--- src/rtl/hazard_ctrl.sv ---
// hazard_ctrl: forwarding selects, load-use stall and branch flush control for a 5-stage pipeline.
// Define HAZARD_STATS_EN to add saturating stall/flush statistics counters.
module hazard_ctrl #(
    parameter int REG_AW = 5,
    parameter int CNT_W  = 16
) (
    input  logic              clk,
    input  logic              reset,
    input  logic [REG_AW-1:0] rs1_d,
    input  logic [REG_AW-1:0] rs2_d,
    input  logic [REG_AW-1:0] rd_d,
    input  logic              reg_write_d,
    input  logic              load_d,
    input  logic              pc_src_e,
    output logic [1:0]        fwd_a_e,
    output logic [1:0]        fwd_b_e,
    output logic              stall_f,
    output logic              stall_d,
    output logic              flush_d,
`ifdef HAZARD_STATS_EN
    output logic              flush_e,
    output logic [CNT_W-1:0]  stall_cnt,
    output logic [CNT_W-1:0]  flush_cnt
`else
    output logic              flush_e
`endif
);
    logic [REG_AW-1:0] e_rs1, e_rs2, e_rd, m_rd, w_rd;
    logic              e_rw, e_ld, m_rw, w_rw, lw_stall;

    // register 0 is hardwired, so a write to it must never be forwarded
    function automatic logic [1:0] fwd_sel(input logic [REG_AW-1:0] rs, md, wd, input logic mw, ww);
        return (mw && md != '0 && md == rs) ? 2'b10 :
               (ww && wd != '0 && wd == rs) ? 2'b01 : 2'b00;
    endfunction

    always_comb begin
        lw_stall = e_ld && e_rd != '0 && (e_rd == rs1_d || e_rd == rs2_d);
        fwd_a_e  = fwd_sel(e_rs1, m_rd, w_rd, m_rw, w_rw);
        fwd_b_e  = fwd_sel(e_rs2, m_rd, w_rd, m_rw, w_rw);
        stall_f  = lw_stall;
        stall_d  = lw_stall;
        flush_d  = pc_src_e;
        flush_e  = lw_stall || pc_src_e;
    end

    always_ff @(posedge clk or posedge reset) begin
        if (reset) begin
            {e_rs1, e_rs2, e_rd, e_rw, e_ld} <= '0;
            {m_rd, m_rw, w_rd, w_rw}         <= '0;
        end else begin
            {e_rs1, e_rs2, e_rd, e_rw, e_ld} <= flush_e ? '0 : {rs1_d, rs2_d, rd_d, reg_write_d, load_d};
            {m_rd, m_rw}                     <= {e_rd, e_rw};
            {w_rd, w_rw}                     <= {m_rd, m_rw};
        end
    end

`ifdef HAZARD_STATS_EN
    always_ff @(posedge clk or posedge reset) begin
        if (reset) begin
            stall_cnt <= '0;
            flush_cnt <= '0;
        end else begin
            if (lw_stall && !(&stall_cnt)) stall_cnt <= stall_cnt + 1'b1;
            if (pc_src_e && !(&flush_cnt)) flush_cnt <= flush_cnt + 1'b1;
        end
    end
`endif
endmodule

--- config.mk ---
export PLATFORM = sky130hd
export DESIGN_NAME = hazard_ctrl
export DESIGN_NICKNAME = d
export VERILOG_FILES = /design/src/rtl/hazard_ctrl.sv
export SDC_FILE = /design/constraint.sdc
export NUM_CORES = 1
export LEC_CHECK = 0
export CORE_MARGIN = 2
export CORE_UTILIZATION = 43
export CTS_CLUSTER_DIAMETER = 150
export DETAILED_ROUTE_END_ITERATION = 16
export PLACE_DENSITY = 0.76
export SKIP_LAST_GASP = 1
export SLEW_MARGIN = 20
export SYNTH_ARGS = -nofsm -noshare
export SYNTH_HDL_FRONTEND = slang
export SYNTH_SLANG_ARGS = --single-unit
--- constraint.sdc ---
create_clock -name clk -period 4.8 [get_ports clk]
set_input_delay 1.2 -clock clk [delete_from_list [all_inputs] [get_ports clk]]
set_output_delay 1.2 -clock clk [all_outputs]
set_load 0.02 [all_outputs]
# After elaboration in Yosys (flattened, before gate mapping)
# Index checks and enable logic that the tools add are counted.
dict set report totals {
  regBits 29
}
dict set report classes {
  eq_ne 6
  muxes 5
  n_reduce_logical 13
}
# op count
set op_table {}
lappend op_table {{equality test 5 bit} 6}
lappend op_table {{two-way mux 17 bit} 1}
lappend op_table {{nonzero test 5 bit} 3}
lappend op_table {{logical AND 1 bit} 8}
lappend op_table {{two-way mux 2 bit} 2}
lappend op_table {{logical OR 1 bit} 2}
lappend op_table {{two-way mux 1 bit} 2}

# Depth between registers and ports, before layout
# Gate-level depths: netlist of the first run.
dict set report depth {
  depth_word 5
  mapped_depth 5
  depth_no_buf 4
}

# Worst setup path after synthesis of the first run
# OpenSTA, ideal clock, no wires.
dict set report synth_path {
  kind {input -> output}
  from {in rs2_d[4]}
  to {out stall_f}
  arrival_ps 2155
  t_required_ps 3600
  slack_ps 1445
  path_stages 5
  path_cell_list {xnor2_1 > nand3_1 > o22ai_2 > and2_2 > buf_4}
}
dict set report synth_between {
  elab_chain_len 3
}
# element line_no
set synth_lines {}
lappend synth_lines {{from (decl)} 10} ;# input logic [REG_AW-1:0] rs2_d,
lappend synth_lines {{equality test 5 bit} 38} ;# lw_stall = e_ld && e_rd != '0 && (e_rd == rs1_d || e_rd == rs2_d);
lappend synth_lines {{logical OR 1 bit} 38}
lappend synth_lines {{logical AND 1 bit} 38}
lappend synth_lines {{to (decl)} 17} ;# output logic stall_f,
# Every way passes these cells.

# Worst setup path in the final report of the first run
dict set report layout_path {
  from {in rs2_d[3]}
  to {out stall_d}
}
dict set report layout_between {
  elab_chain_len 3
}
# element line_no
set layout_lines {}
lappend layout_lines {{equality test 5 bit} 38}
lappend layout_lines {{logical OR 1 bit} 38}
lappend layout_lines {{logical AND 1 bit} 38}
lappend layout_lines {{to (decl)} 18} ;# output logic stall_d,
# Every way passes these cells.

==> out/results.ini, run 1 <==
[grt]
grt_max_degree=30
grt_pass1_vias=982
antenna_found_initial=0
overflow=0
grt_util_met2=0.2902
grtUsageTotal=0.1638
grt_use_met1=0.1871
grt_util_met3=0.05672
grt_pass1_wl_microns=4443
gr-max-usage-layer=met2

[worst_setup_path]
path_common_cell=clkdlybuf4s50_1
r2r_start=e_rd[1]
required_ns=3.60
path_class=input port to output pin
path_cells=clkdlybuf4s50_1 > xnor2_1 > nand3_1 > o22ai_2 > and2_2 > clkdlybuf4s50_1
arrival_ns=2.95
cp_slowest_cell=clkdlybuf4s50_1
slowest_delay_ns=0.60
cp-end-kind=output pin
cp-startpoint=rs2_d[3]
cp-start-kind=input port
critPathMaxFanout=3

[clocking]
htreeDepth=2
ctsRootBufferMaster=clkbuf_4
clock_sinks=29
clkSlewWorstSetupHoldPaths_ns=0.08
cts_tree=yes
postCtsSetupRepairBufs=0
cts_resized=0
cts.path.max_buffers=2
cts_hold_buffers=0
cts_buffers=5
clk_latency_ns=0.32

[timing]
drv_slew=0
slew_headroom=0.4280
tightestPinTransition_ns=0.8580
setup_viol=0
period_needed_ns=4.152
tns_ns=0
fmax_ghz=0.2408
rsz0062_at_grt=no
hold_viol=0
layout_setup_ws_ns=0.6480
skew_ns=0.009719
period_share=0.8650

[layout]
fin_cells=194
num_antenna_cells=0
fin_nets=170
syn2layout_area_growth_pct=23.35
final_cell_area_sq_um=1758
drive_gt1_frac=0.1533
nFillCells=294

[power]
p_total_mw=0.4961
powerDensity_nw_per_um2=282.2
leakage_nw=0.7475
peakVddDrop_v=0.0001510

[synth]
synth.most_common_cell=dfrtp_1
syn_inst=121
ys.flop_type=dfrtp_1
syn-num-nets=141
synth_seq_area_share=0.5092
synth_edf_count=0
post-synth-top-area-cell=dfrtp_1
yosys.area.top_type_share=0.5092
ys_warn_count=0
synthesis.area_sq_um=1425
synth.distinct_cells=22
yosys-top-cells-area=dfrtp_1, xnor2_1, xor2_1
synth-seq-cells=29
async_reset_ff_frac=1.000
syn_avg_cell_area_sq_um=11.78
synth_common_cells=dfrtp_1, nand2b_1, xnor2_1

[job]
maxCapViolCount=0

[floorplanning]
start_util=0.4593
die_y_microns=61.57
die-area_sq_um=3791
rows=20
chipWidth_microns=61.57
coreArea_sq_um=3103
io_pins=28

[run_status]
status=finished clean

[routing]
antenna_left=0
viasPerCell=4.964
first_pass_iters=4
post_drt_wl_per_cell_microns=13.12
drt_iter0_markers=21
vias=963
wirelength_microns=2545
remaining_drc_errors=0

[placement]
place.gp.congestion=0.8598
pre_cts_slack_ns=0.6449
io_buffers=27
hpwl_microns=1980
post-place-cells=187
placed_cell_area_sq_um=1703

[hold_path]
hold_start=e_rw
hold_class=register to register

final timing paths:
check	to	slack, ns	depth (start not counted)
min in group asynchronous	e_rs1[1]	1.25	2
hold reg to reg	m_rw	0.38	0
setup / recovery	stall_d	0.65	6
setup reg to reg	e_rd[0]	2.95	3
max in group asynchronous	w_rd[4]	3.17	2
hold / removal	m_rw	0.38	0
worst max-delay path, delay by kind of cell:
kind                   cells  cell delay (ns)
buffers and inverters      2             1.10
AND/OR/NAND/NOR            2             0.30
AO/OA/AOI/OAI              1             0.22
XOR/XNOR                   1             0.13
placed cells by master (no fill, tap or decap):
| cell | Yosys | final |
|---|---|---|
| clkdlybuf4s50_1 | 0 | 27 |
| a21oi_1 | 7 | 7 |
| nand2b_1 | 17 | 17 |
| xor2_1 | 14 | 14 |
| clkbuf_1 | 1 | 1 |
| buf_4 | 2 | 1 |
| xnor2_1 | 16 | 16 |
| nand3_1 | 4 | 4 |
| nor4_2 | 2 | 2 |
| or4_1 | 5 | 5 |
| inv_2 | 0 | 1 |
| clkbuf_8 | 0 | 1 |
| o21ai_1 | 2 | 2 |
| and2_2 | 1 | 1 |
| dfrtp_1 | 29 | 29 |
| nor4_1 | 2 | 2 |
| a21oi_2 | 10 | 10 |
| a21o_2 | 1 | 1 |
| clkbuf_4 | 0 | 5 |
| o22ai_2 | 1 | 1 |
| o21a_1 | 1 | 1 |
| nand2_1 | 2 | 2 |
registers in the layout (all words and copies together), names as in the netlist:
name / flops
e_rd: 5
e_rs1: 5
e_rs2: 5
m_rd: 5
w_rd: 5
e_ld: 1
e_rw: 1
m_rw: 1
w_rw: 1
final cells by class:
class | count | area (sq um) | share of cell area
Inverter | 1 | 3.754 | 0.002135
Sequential cell | 29 | 725.7 | 0.4128
Tap cell | 44 | 55.05 | 0.03132
Timing Repair Buffer | 28 | 277.8 | 0.1580
Multi-Input combinational cell | 85 | 640.6 | 0.3644
Clock buffer | 7 | 55.05 | 0.03132
metrics by stage:
step                      hold WS [ns]  utilization
after detailed placement        0.3497       0.5488
final                           0.3759       0.5665
after floorplan                 0.3312            -
after global placement          0.3411       0.5488
after CTS                       0.3739       0.5665
after global routing            0.3913       0.5665
kinds of logic (layout without fill, tap and decap cells):
family | Yosys count | in the layout | share of synthesized area
flops | 29 | 29 | 0.5092
compound gates | 22 | 22 | 0.1133
buf+inv | 7 | 36 | 0.04125
simple gates | 33 | 33 | 0.1519
xor+xnor | 30 | 30 | 0.1844
metal layers:
layer  part of all wire  up-vias
li1                   -      460
met1               0.41      475
met2               0.53       26
met3              0.053        2
met4             0.0059        0
met5                  0        -
report_power, final:
part           leakage [nW]  switching, mW  internal [mW]
combinational         0.342         0.0382         0.0429
sequential            0.374         0.0137          0.257
clock                0.0314         0.0750         0.0690
total                 0.747          0.127          0.369
Note: power is estimated with default switching activity, not from simulation.
==> run 2, diff against run 1 <==
- PLACE_DENSITY: 0.76 -> 0.72
==> run 2 against run 1 <==
Net effect: clock skew is 0.0029 ns lower; global-route usage is 0.33 points higher; routed wire length is 1.4% lower; core utilization is 0.20 points lower; via count is 2.6% lower; non-clock buffer count stayed put; die area stayed put; register-to-register slack better by 0.03 ns; clock-buffer cell count is 1 higher; combinational power is 0.5% lower; first-iteration DRC count is 33% higher; largest power group unchanged.
==> out/results.ini, run 2 (synthesis results as in run 1) <==
[routing]
antenna_left=0  ; unchanged
wirelength_microns=2509  ; -1.4%
drt_iter0_markers=28  ; +33%
first_pass_iters=4  ; unchanged
viasPerCell=4.810  ; -3.1%
post_drt_wl_per_cell_microns=12.87  ; -1.9%
remaining_drc_errors=0  ; unchanged
vias=938  ; -2.6%

[floorplanning]
io_pins=28  ; unchanged
coreArea_sq_um=3103  ; unchanged
die_y_microns=61.57  ; unchanged
rows=20  ; unchanged
chipWidth_microns=61.57  ; unchanged
start_util=0.4593  ; unchanged
die-area_sq_um=3791  ; unchanged

[clocking]
postCtsSetupRepairBufs=0  ; unchanged
cts_hold_buffers=0  ; unchanged
ctsRootBufferMaster=clkbuf_4
cts_tree=yes
htreeDepth=2  ; unchanged
cts_buffers=5  ; unchanged
clkSlewWorstSetupHoldPaths_ns=0.08  ; about the same
clock_sinks=29  ; unchanged
cts_resized=0  ; unchanged
cts.path.max_buffers=2  ; unchanged
clk_latency_ns=0.31  ; about the same

[worst_setup_path]
slowest_delay_ns=0.60  ; about the same
r2r_end=e_rs2[0]
required_ns=3.60  ; about the same
arrival_ns=3.00  ; +0.05 ns
r2r_start=e_rd[1]
r2r_setup_slack_ns=2.98  ; +0.03 ns
path_common_cell=clkdlybuf4s50_1
cp-end-kind=output pin
path_cells=clkdlybuf4s50_1 > xnor2_1 > nand3_1 > o22ai_2 > and2_2 > clkdlybuf4s50_1
ff2ff_path_depth=3  ; unchanged
cp_slowest_cell=clkdlybuf4s50_1
critPathMaxFanout=3  ; unchanged
path_class=input port to output pin
cp-start-kind=input port

[run_status]
status=finished clean

[placement]
hpwl_microns=1883  ; -4.9%
placed_cell_area_sq_um=1703  ; unchanged
io_buffers=27  ; unchanged
place.gp.congestion=0.8130  ; -5.4%

[timing]
hold_viol=0  ; unchanged
tns_ns=0  ; unchanged
period_needed_ns=4.204  ; +0.05199 ns
drv_slew=0  ; unchanged
slew_headroom=0.4171  ; -0.01087
fmax_ghz=0.2379  ; -1.2%
tightestPinTransition_ns=0.8743  ; +0.01631 ns
period_share=0.8758  ; +0.01083
rsz0062_at_grt=no
setup_viol=0  ; unchanged
skew_ns=0.006845  ; -0.002874 ns

[grt]
grt_pass1_wl_microns=4450  ; +0.16%
grt_max_degree=30  ; unchanged
overflow=0  ; unchanged
antenna_found_initial=0  ; unchanged
grt_pass1_vias=955  ; -2.7%
grtUsageTotal=0.1671  ; +0.003286

[layout]
num_antenna_cells=0  ; unchanged
drive_gt1_frac=0.1457  ; -0.007638
nFillCells=291  ; -1.0%
mostFrequentLayoutCells=dfrtp_1, clkdlybuf4s50_1, nand2b_1
fin_nets=170  ; unchanged
syn2layout_area_growth_pct=22.91
final_cell_area_sq_um=1752  ; -0.36%
layout_commonest_cell=dfrtp_1

[power]
leakage_nw=0.7426  ; -0.65%
p_total_mw=0.4856  ; -2.1%
powerDensity_nw_per_um2=277.2  ; -1.8%
peakVddDrop_v=0.0001835  ; +22%

[hold_path]
hold_end=m_rw
hold_class=register to register
holdPathStages=0  ; unchanged
hold_start=e_rw

[job]
maxCapViolCount=0  ; unchanged

## run 2: worst max path at each step
stage                     slack, ns  endpoint  cells after the start      from
after floorplan                1.45   stall_f                      5  rs2_d[4]
after global placement         0.64   stall_f                      6  rs2_d[2]
after detailed placement       0.58   stall_d                      6  rs2_d[2]
after CTS                      0.57   stall_d                      6  rs2_d[2]
after global routing           0.51   stall_d                      6  rs2_d[2]
final                          0.60   stall_d                      6  rs2_d[2]
## run 2: stage by stage
| step | cells | hold WS, ns | utilization | worst slack, ns |
|---|---|---|---|---|
| floorplan | 121 | 0.3312 | - | 1.445 |
| global route | 195 | 0.3820 | 0.5645 | 0.5101 |
| detailed placement | 187 | 0.3386 | 0.5488 | 0.5770 |
| global placement | 187 | 0.3387 | 0.5488 | 0.6439 |
| finish | 195 | 0.3601 | 0.5645 | 0.5960 |
| CTS | 195 | 0.3630 | 0.5645 | 0.5650 |
## run 2: power by group
| part | switching (mW) | total (mW) | internal (mW) |
|---|---|---|---|
| sequential | 0.0137 | 0.271 | 0.257 |
| combinational | 0.0378 | 0.0807 | 0.0429 |
| clock | 0.0756 | 0.134 | 0.0583 |
| total | 0.127 | 0.486 | 0.358 |
## run 2: layout make-up
cell class              count  area [sq um]  share of cell area
flip-flops and latches     29         725.7              0.4143
multi-input cells          85         640.6              0.3657
repair buffers             28         277.8              0.1586
well taps                  44         55.05             0.03143
clock buffers               8         48.80             0.02786
inverters                   1         3.754            0.002143
## run 2: critical path, delay by kind of cell
kind	cells	cell delay, ns
xor gates and xnor gates	1	0.14
buffers and inverters	2	1.11
and+or+nand+nor	2	0.31
AOI/OAI and AO/OA	1	0.23
## run 2: metal layers
metal  global-route usage  part of all wire  wire, microns
met1               0.2014              0.43           1079
met5                    0                 0              0
met2               0.2767              0.52           1307
met3              0.06933             0.046            115
met4              0.04559            0.0024              6
==> run 3, diff against run 2 <==
- SKIP_CTS_REPAIR_TIMING: default -> 1
==> results of run 3 <==
Same layout as run 2: the final DEF is identical, and so are final timing and power.
